==> src/rtl/vjtag_reg_ctrl.sv <==
// Virtual-JTAG to register-bus bridge: shifts address/data frames through a DR
// chain and turns each update into a single register write or read access.
module vjtag_reg_ctrl #(
  parameter int ADDR_W     = 8,
  parameter int DATA_W     = 16,
  parameter int RD_TIMEOUT = 15
) (
  input  logic              tck,
  input  logic              rst_n,
  input  logic              tdi,
  output logic              tdo,
  input  logic              ir_in,
  output logic              ir_out,
  input  logic              virtual_state_cdr,
  input  logic              virtual_state_sdr,
  input  logic              virtual_state_e1dr,
  input  logic              virtual_state_pdr,
  input  logic              virtual_state_e2dr,
  input  logic              virtual_state_udr,
  input  logic              virtual_state_cir,
  input  logic              virtual_state_uir,
  output logic [ADDR_W-1:0] reg_addr,
  output logic [DATA_W-1:0] reg_wdata,
  output logic              reg_we,
  output logic              reg_re,
  input  logic [DATA_W-1:0] reg_rdata,
  input  logic              reg_rvalid,
  output logic              busy
);
  localparam int FW = ADDR_W + DATA_W;
  localparam int TW = $clog2(RD_TIMEOUT + 1);
  localparam logic [5:0]    FW_CNT   = 6'(FW);
  localparam logic [TW-1:0] TMO_LAST = TW'(RD_TIMEOUT - 1);

  typedef enum logic [1:0] {IDLE = 2'd0, SHIFT = 2'd1, WRITE = 2'd2, RD_WAIT = 2'd3} state_t;

  state_t            state, state_next;
  logic              mode;
  logic              err_sticky;
  logic [FW-1:0]     sr;
  logic [5:0]        bit_cnt;
  logic [ADDR_W-1:0] last_addr;
  logic [DATA_W-1:0] rd_buf;
  logic [TW-1:0]     tmo_cnt;
  logic do_cap, do_shift, do_wr, do_rd, rd_done, rd_tmo, set_err;

  // Pause/exit states only hold, and cir is deliberately inert.
  logic unused_inputs;
  assign unused_inputs = ^{virtual_state_e1dr, virtual_state_pdr,
                           virtual_state_e2dr, virtual_state_cir};

  // Next state and per-cycle actions; udr outranks cdr, which outranks sdr.
  always_comb begin
    state_next = state;
    do_cap     = 1'b0;
    do_shift   = 1'b0;
    do_wr      = 1'b0;
    do_rd      = 1'b0;
    rd_done    = 1'b0;
    rd_tmo     = 1'b0;
    set_err    = 1'b0;
    case (state)
      IDLE: begin
        if (!virtual_state_udr && virtual_state_cdr) begin
          do_cap     = 1'b1;
          state_next = SHIFT;
        end else begin
          state_next = IDLE;
        end
      end
      SHIFT: begin
        if (virtual_state_udr) begin
          if (bit_cnt != FW_CNT) begin
            set_err    = 1'b1;
            state_next = IDLE;
          end else if (mode) begin
            do_wr      = 1'b1;
            state_next = WRITE;
          end else begin
            do_rd      = 1'b1;
            state_next = RD_WAIT;
          end
        end else if (virtual_state_cdr) begin
          do_cap = 1'b1;
        end else if (virtual_state_sdr) begin
          do_shift = 1'b1;
        end else begin
          state_next = SHIFT;
        end
      end
      WRITE: begin
        set_err    = virtual_state_cdr & ~virtual_state_udr;
        state_next = IDLE;
      end
      RD_WAIT: begin
        set_err = virtual_state_cdr & ~virtual_state_udr;
        if (reg_rvalid) begin
          rd_done    = 1'b1;
          state_next = IDLE;
        end else if (tmo_cnt == TMO_LAST) begin
          rd_tmo     = 1'b1;
          set_err    = 1'b1;
          state_next = IDLE;
        end else begin
          state_next = RD_WAIT;
        end
      end
      default: state_next = IDLE;
    endcase
  end

  // State register and datapath.
  always_ff @(posedge tck) begin
    if (!rst_n) begin
      state      <= IDLE;
      mode       <= 1'b0;
      err_sticky <= 1'b0;
      sr         <= '0;
      bit_cnt    <= 6'd0;
      last_addr  <= '0;
      rd_buf     <= '0;
      tmo_cnt    <= '0;
      reg_addr   <= '0;
      reg_wdata  <= '0;
      reg_we     <= 1'b0;
      reg_re     <= 1'b0;
    end else begin
      state  <= state_next;
      reg_we <= do_wr;
      reg_re <= do_rd;
      if (virtual_state_uir) mode <= ir_in;
      if (set_err) err_sticky <= 1'b1;
      else if (virtual_state_uir) err_sticky <= 1'b0;
      if (do_cap) begin
        sr      <= {last_addr, rd_buf};
        bit_cnt <= 6'd0;
      end else if (do_shift) begin
        sr <= {tdi, sr[FW-1:1]};
        if (bit_cnt != 6'd63) bit_cnt <= bit_cnt + 6'd1;
      end
      if (do_wr || do_rd) begin
        reg_addr  <= sr[FW-1:DATA_W];
        last_addr <= sr[FW-1:DATA_W];
      end
      if (do_wr) reg_wdata <= sr[DATA_W-1:0];
      if (do_rd) tmo_cnt <= '0;
      else if (state == RD_WAIT) tmo_cnt <= tmo_cnt + TW'(1);
      if (rd_done) rd_buf <= reg_rdata;
      else if (rd_tmo) rd_buf <= '1;
    end
  end

  assign tdo    = (state == SHIFT) ? sr[0] : 1'b0;
  assign busy   = (state == WRITE) || (state == RD_WAIT);
  assign ir_out = err_sticky;
endmodule
==> config.mk <==
export PLATFORM = sky130hd
export DESIGN_NAME = vjtag_reg_ctrl
export DESIGN_NICKNAME = d
export VERILOG_FILES = /design/src/rtl/vjtag_reg_ctrl.sv
export SDC_FILE = /design/constraint.sdc
export NUM_CORES = 1
export LEC_CHECK = 0
export CORE_AREA = 5 5 86 88
export DETAILED_ROUTE_END_ITERATION = 10
export DIE_AREA = 0 0 91 93
export PLACE_DENSITY = 0.78
export SLEW_MARGIN = 20
export SYNTH_ARGS = -nofsm -noshare
export SYNTH_HDL_FRONTEND = slang
export SYNTH_SLANG_ARGS = --single-unit
export TNS_END_PERCENT = 5
==> constraint.sdc <==
create_clock -name tck -period 1.95 [get_ports tck]
set_input_delay 0.195 -clock tck [delete_from_list [all_inputs] [get_ports tck]]
set_output_delay 0.195 -clock tck [all_outputs]
set_load 0.01 [all_outputs]
==> out/results.ini <==
[run_status]
status=complete, no violations

[logic_synthesis]
yosysTopAreaCell=dfxtp_1
yosys.area.top_type_share_pct=48.2
synth_cells=375
async_reset_ff_share_pct=0
synth_area_leaders=dfxtp_1 48%, nand2_1 9.9%, o21ai_0 6.2%, o221a_2 5.8%, a31oi_1 4.5%
ys_ff_latch=80
synth.avg_cell_area_um2=8.86
ys_seq_area_share_pct=48.2
ys.flop_type=dfxtp_1
netlist_area_um2=3320
synth.distinct_cells=43
synth_nets=408
ys_warn_count=0
synth_edf_count=0

[setup_path]
cp_top_family=buffers and inverters
end_kind=output port
required_ns=1.75
r2r-start=tmo_cnt[0]
reg2reg_to=rd_buf[0]
reg2reg_depth=6
cpPeakStageDelay_ns=0.48
cp-startpoint=state[1]
crit_chain=and2b_2, and2_1, clkdlybuf4s50_1
cp-endpoint=tdo
crit_slowest_cell=clkdlybuf4s50_1
crit_fanout=9
cp_num_cells=3
crit_type=reg -> out
cp_num_buf_inv=1
worst-r2r-setup-slack_ns=0.26
arrival_ns=1.67
worstSetupStartpointType=register

[routing]
vias=2752
drt_iter0_drc=222
drc_errors=0
wl_per_cell_um=14.3
via_per_inst=5.47
ant_nets=0
drt_first_pass_iters=5
totalWireLength_mm=7.17

[clock_network]
cts-root-buf=clkbuf_8
worstSkewPairLatency_ns=0.35
cts_tree=built
cts_htree_levels=3
clk_pin_slew_ns=0.08
cts_max_path_buffers=2
cts-buffers-inserted=9
cts_sinks=80

[layout]
final_core_util_pct=62.8
diodes=0
fin_cells=503
final.fill_count=541
final_cell_area_um2=4120
layout_commonest_cell=nand2_1
drive_above_1_share_pct=13.2
fin_nets=451
most-common-layout-cells=88 x nand2_1, 78 x dfxtp_1, 52 x clkdlybuf4s50_1, 41 x o21ai_0, 24 x a31oi_1
area_growth_pct=24.2

[grt]
grt_usage_pct=17.4
grt_antenna_before_repair=0
grt_max_degree=79
grt_pass1_wl_mm=12.1
first_global_vias=2587
grt_overflow_total=0

[job]
max-cap-violations=0

[placed_design]
pre_cts_ws_ns=-0.0517
placed_area_um2=3890
numPortBuffers=53
gp_congestion=0.822
post-dp-hpwl_mm=4.80
dp_cells=487

[power_and_ir_drop]
irDropWorstVdd_mv=0.437
comb_power_share_pct=5.7
clkPwrFrac_pct=42.2
p_seq_share_pct=52.2
p_int_mw=2.49
swShare_pct=23.2
power.density_nw_per_um2=786
leakagePower_nw=1.43
finalPower_mw=3.24
p_sw_mw=0.753

[timing]
worst_pin_slew_ns=0.666
finalSetupTns_ns=0
fmax_mhz=537
timing.slew.headroom_pct=55.6
rsz0062_at_grt=no
finalMaxSlewViolations=0
whs_ns=0.200
hold_viol=0
clock_skew_ns=0.00932
setup_slack_ns=0.0866
period_needed_ns=1.86
finalSetupViolCount=0
post-route-period-util_pct=95.6

[floorplanning]
dieArea_um2=8460
num_rows=30
ioPinCount=58
die_w_um=91
start_util_pct=50.6
core_area_um2=6570
die_h_um=93

[hold_path]
min_path_type=in -> reg

## worst register-to-register path, stage by stage (launching register included)
cell and delay, ns:
dfxtp_1 0.36, inv_1 0.08, ha_1 0.14, and3_1 0.19, nor2_1 0.06, nor2_2 0.51
o221a_2 0.29
## synthesized netlist by cell type (3+ instances only)
cell and instances:
inv_1 6, and3_1 4, o21ai_0 41, o221a_2 17
nand2_1 88, buf_4 3, a21boi_0 7, ha_1 4
mux2i_1 5, nand3_1 20, a31oi_1 24, dfxtp_1 80
buf_6 4, buf_2 6, clkbuf_1 16, xnor2_1 3
nor2_1 13
## worst min path at each step
stage             startpoint            end  slack (ns)  depth (start not counted)
6_report               rst_n       state[0]        0.20                          2
5_1_grt                rst_n       state[0]        0.21                          2
4_1_cts                rst_n       state[0]        0.19                          2
3_5_place_dp   reg_wdata[11]  reg_wdata[11]        0.44                          2
3_3_place_gp   reg_wdata[11]  reg_wdata[11]        0.44                          2
2_1_floorplan            tdi         sr[23]        0.35                          2
## routing by layer
metal  vias up  GRT usage [%]  wire (µm)
li1       1403              -          -
met1      1280           22.9       3250
met2        63           28.4       3480
met3         6           3.14        395
met4         0           6.97         39
met5         -              0          0
## cell families (layout without fill, tap and decap cells)
logic type	count (synthesis)	after routing	synth area share (%)
AND/OR/NAND/NOR	146	146	20.5
AO/OA/AOI/OAI	98	98	21.3
flip-flops	80	80	48.2
buffers and inverters	37	85	5.69
XOR/XNOR	5	5	1.32
multiplexers	5	5	1.51
adder cells (fa/ha/maj)	4	4	1.51
## sequential cells by signal, summed over array words and instances (netlist names), 2 cells and up
name       cells
tmo_cnt        4
bit_cnt        6
last_addr      8
sr            24
state          2
reg_wdata     16
rd_buf        16
## cell type report
| type | count | area (µm²) | area share (%) |
|---|---|---|---|
| flip-flops and latches | 80 | 1600 | 38.9 |
| inverters | 6 | 22.5 | 0.546 |
| well taps | 80 | 100 | 2.43 |
| repair buffers | 63 | 638 | 15.5 |
| clock buffers | 9 | 124 | 3.00 |
| multi-input cells | 258 | 1530 | 37.2 |
| clock inverters | 7 | 101 | 2.46 |
## power groups by stage
| stage | Combinational, mW | Sequential (mW) | Clock, mW |
|---|---|---|---|
| floorplan | 0.105 | 1.72 | 0 |
| global placement | 0.178 | 1.73 | 0 |
| detailed placement | 0.182 | 1.73 | 0 |
| CTS | 0.183 | 1.69 | 1.39 |
| global route | 0.203 | 1.70 | 1.47 |
| finish | 0.184 | 1.69 | 1.37 |
## timing repair
action / 4_1_cts / 5_1_grt
hold buffers: 0 / 0
gates cloned: 0 / 0
gates resized for setup: 2 / 2
setup endpoints to repair: 17 / 1
buffers inserted: 0 / 0
Note: power is estimated with default switching activity, not from simulation.
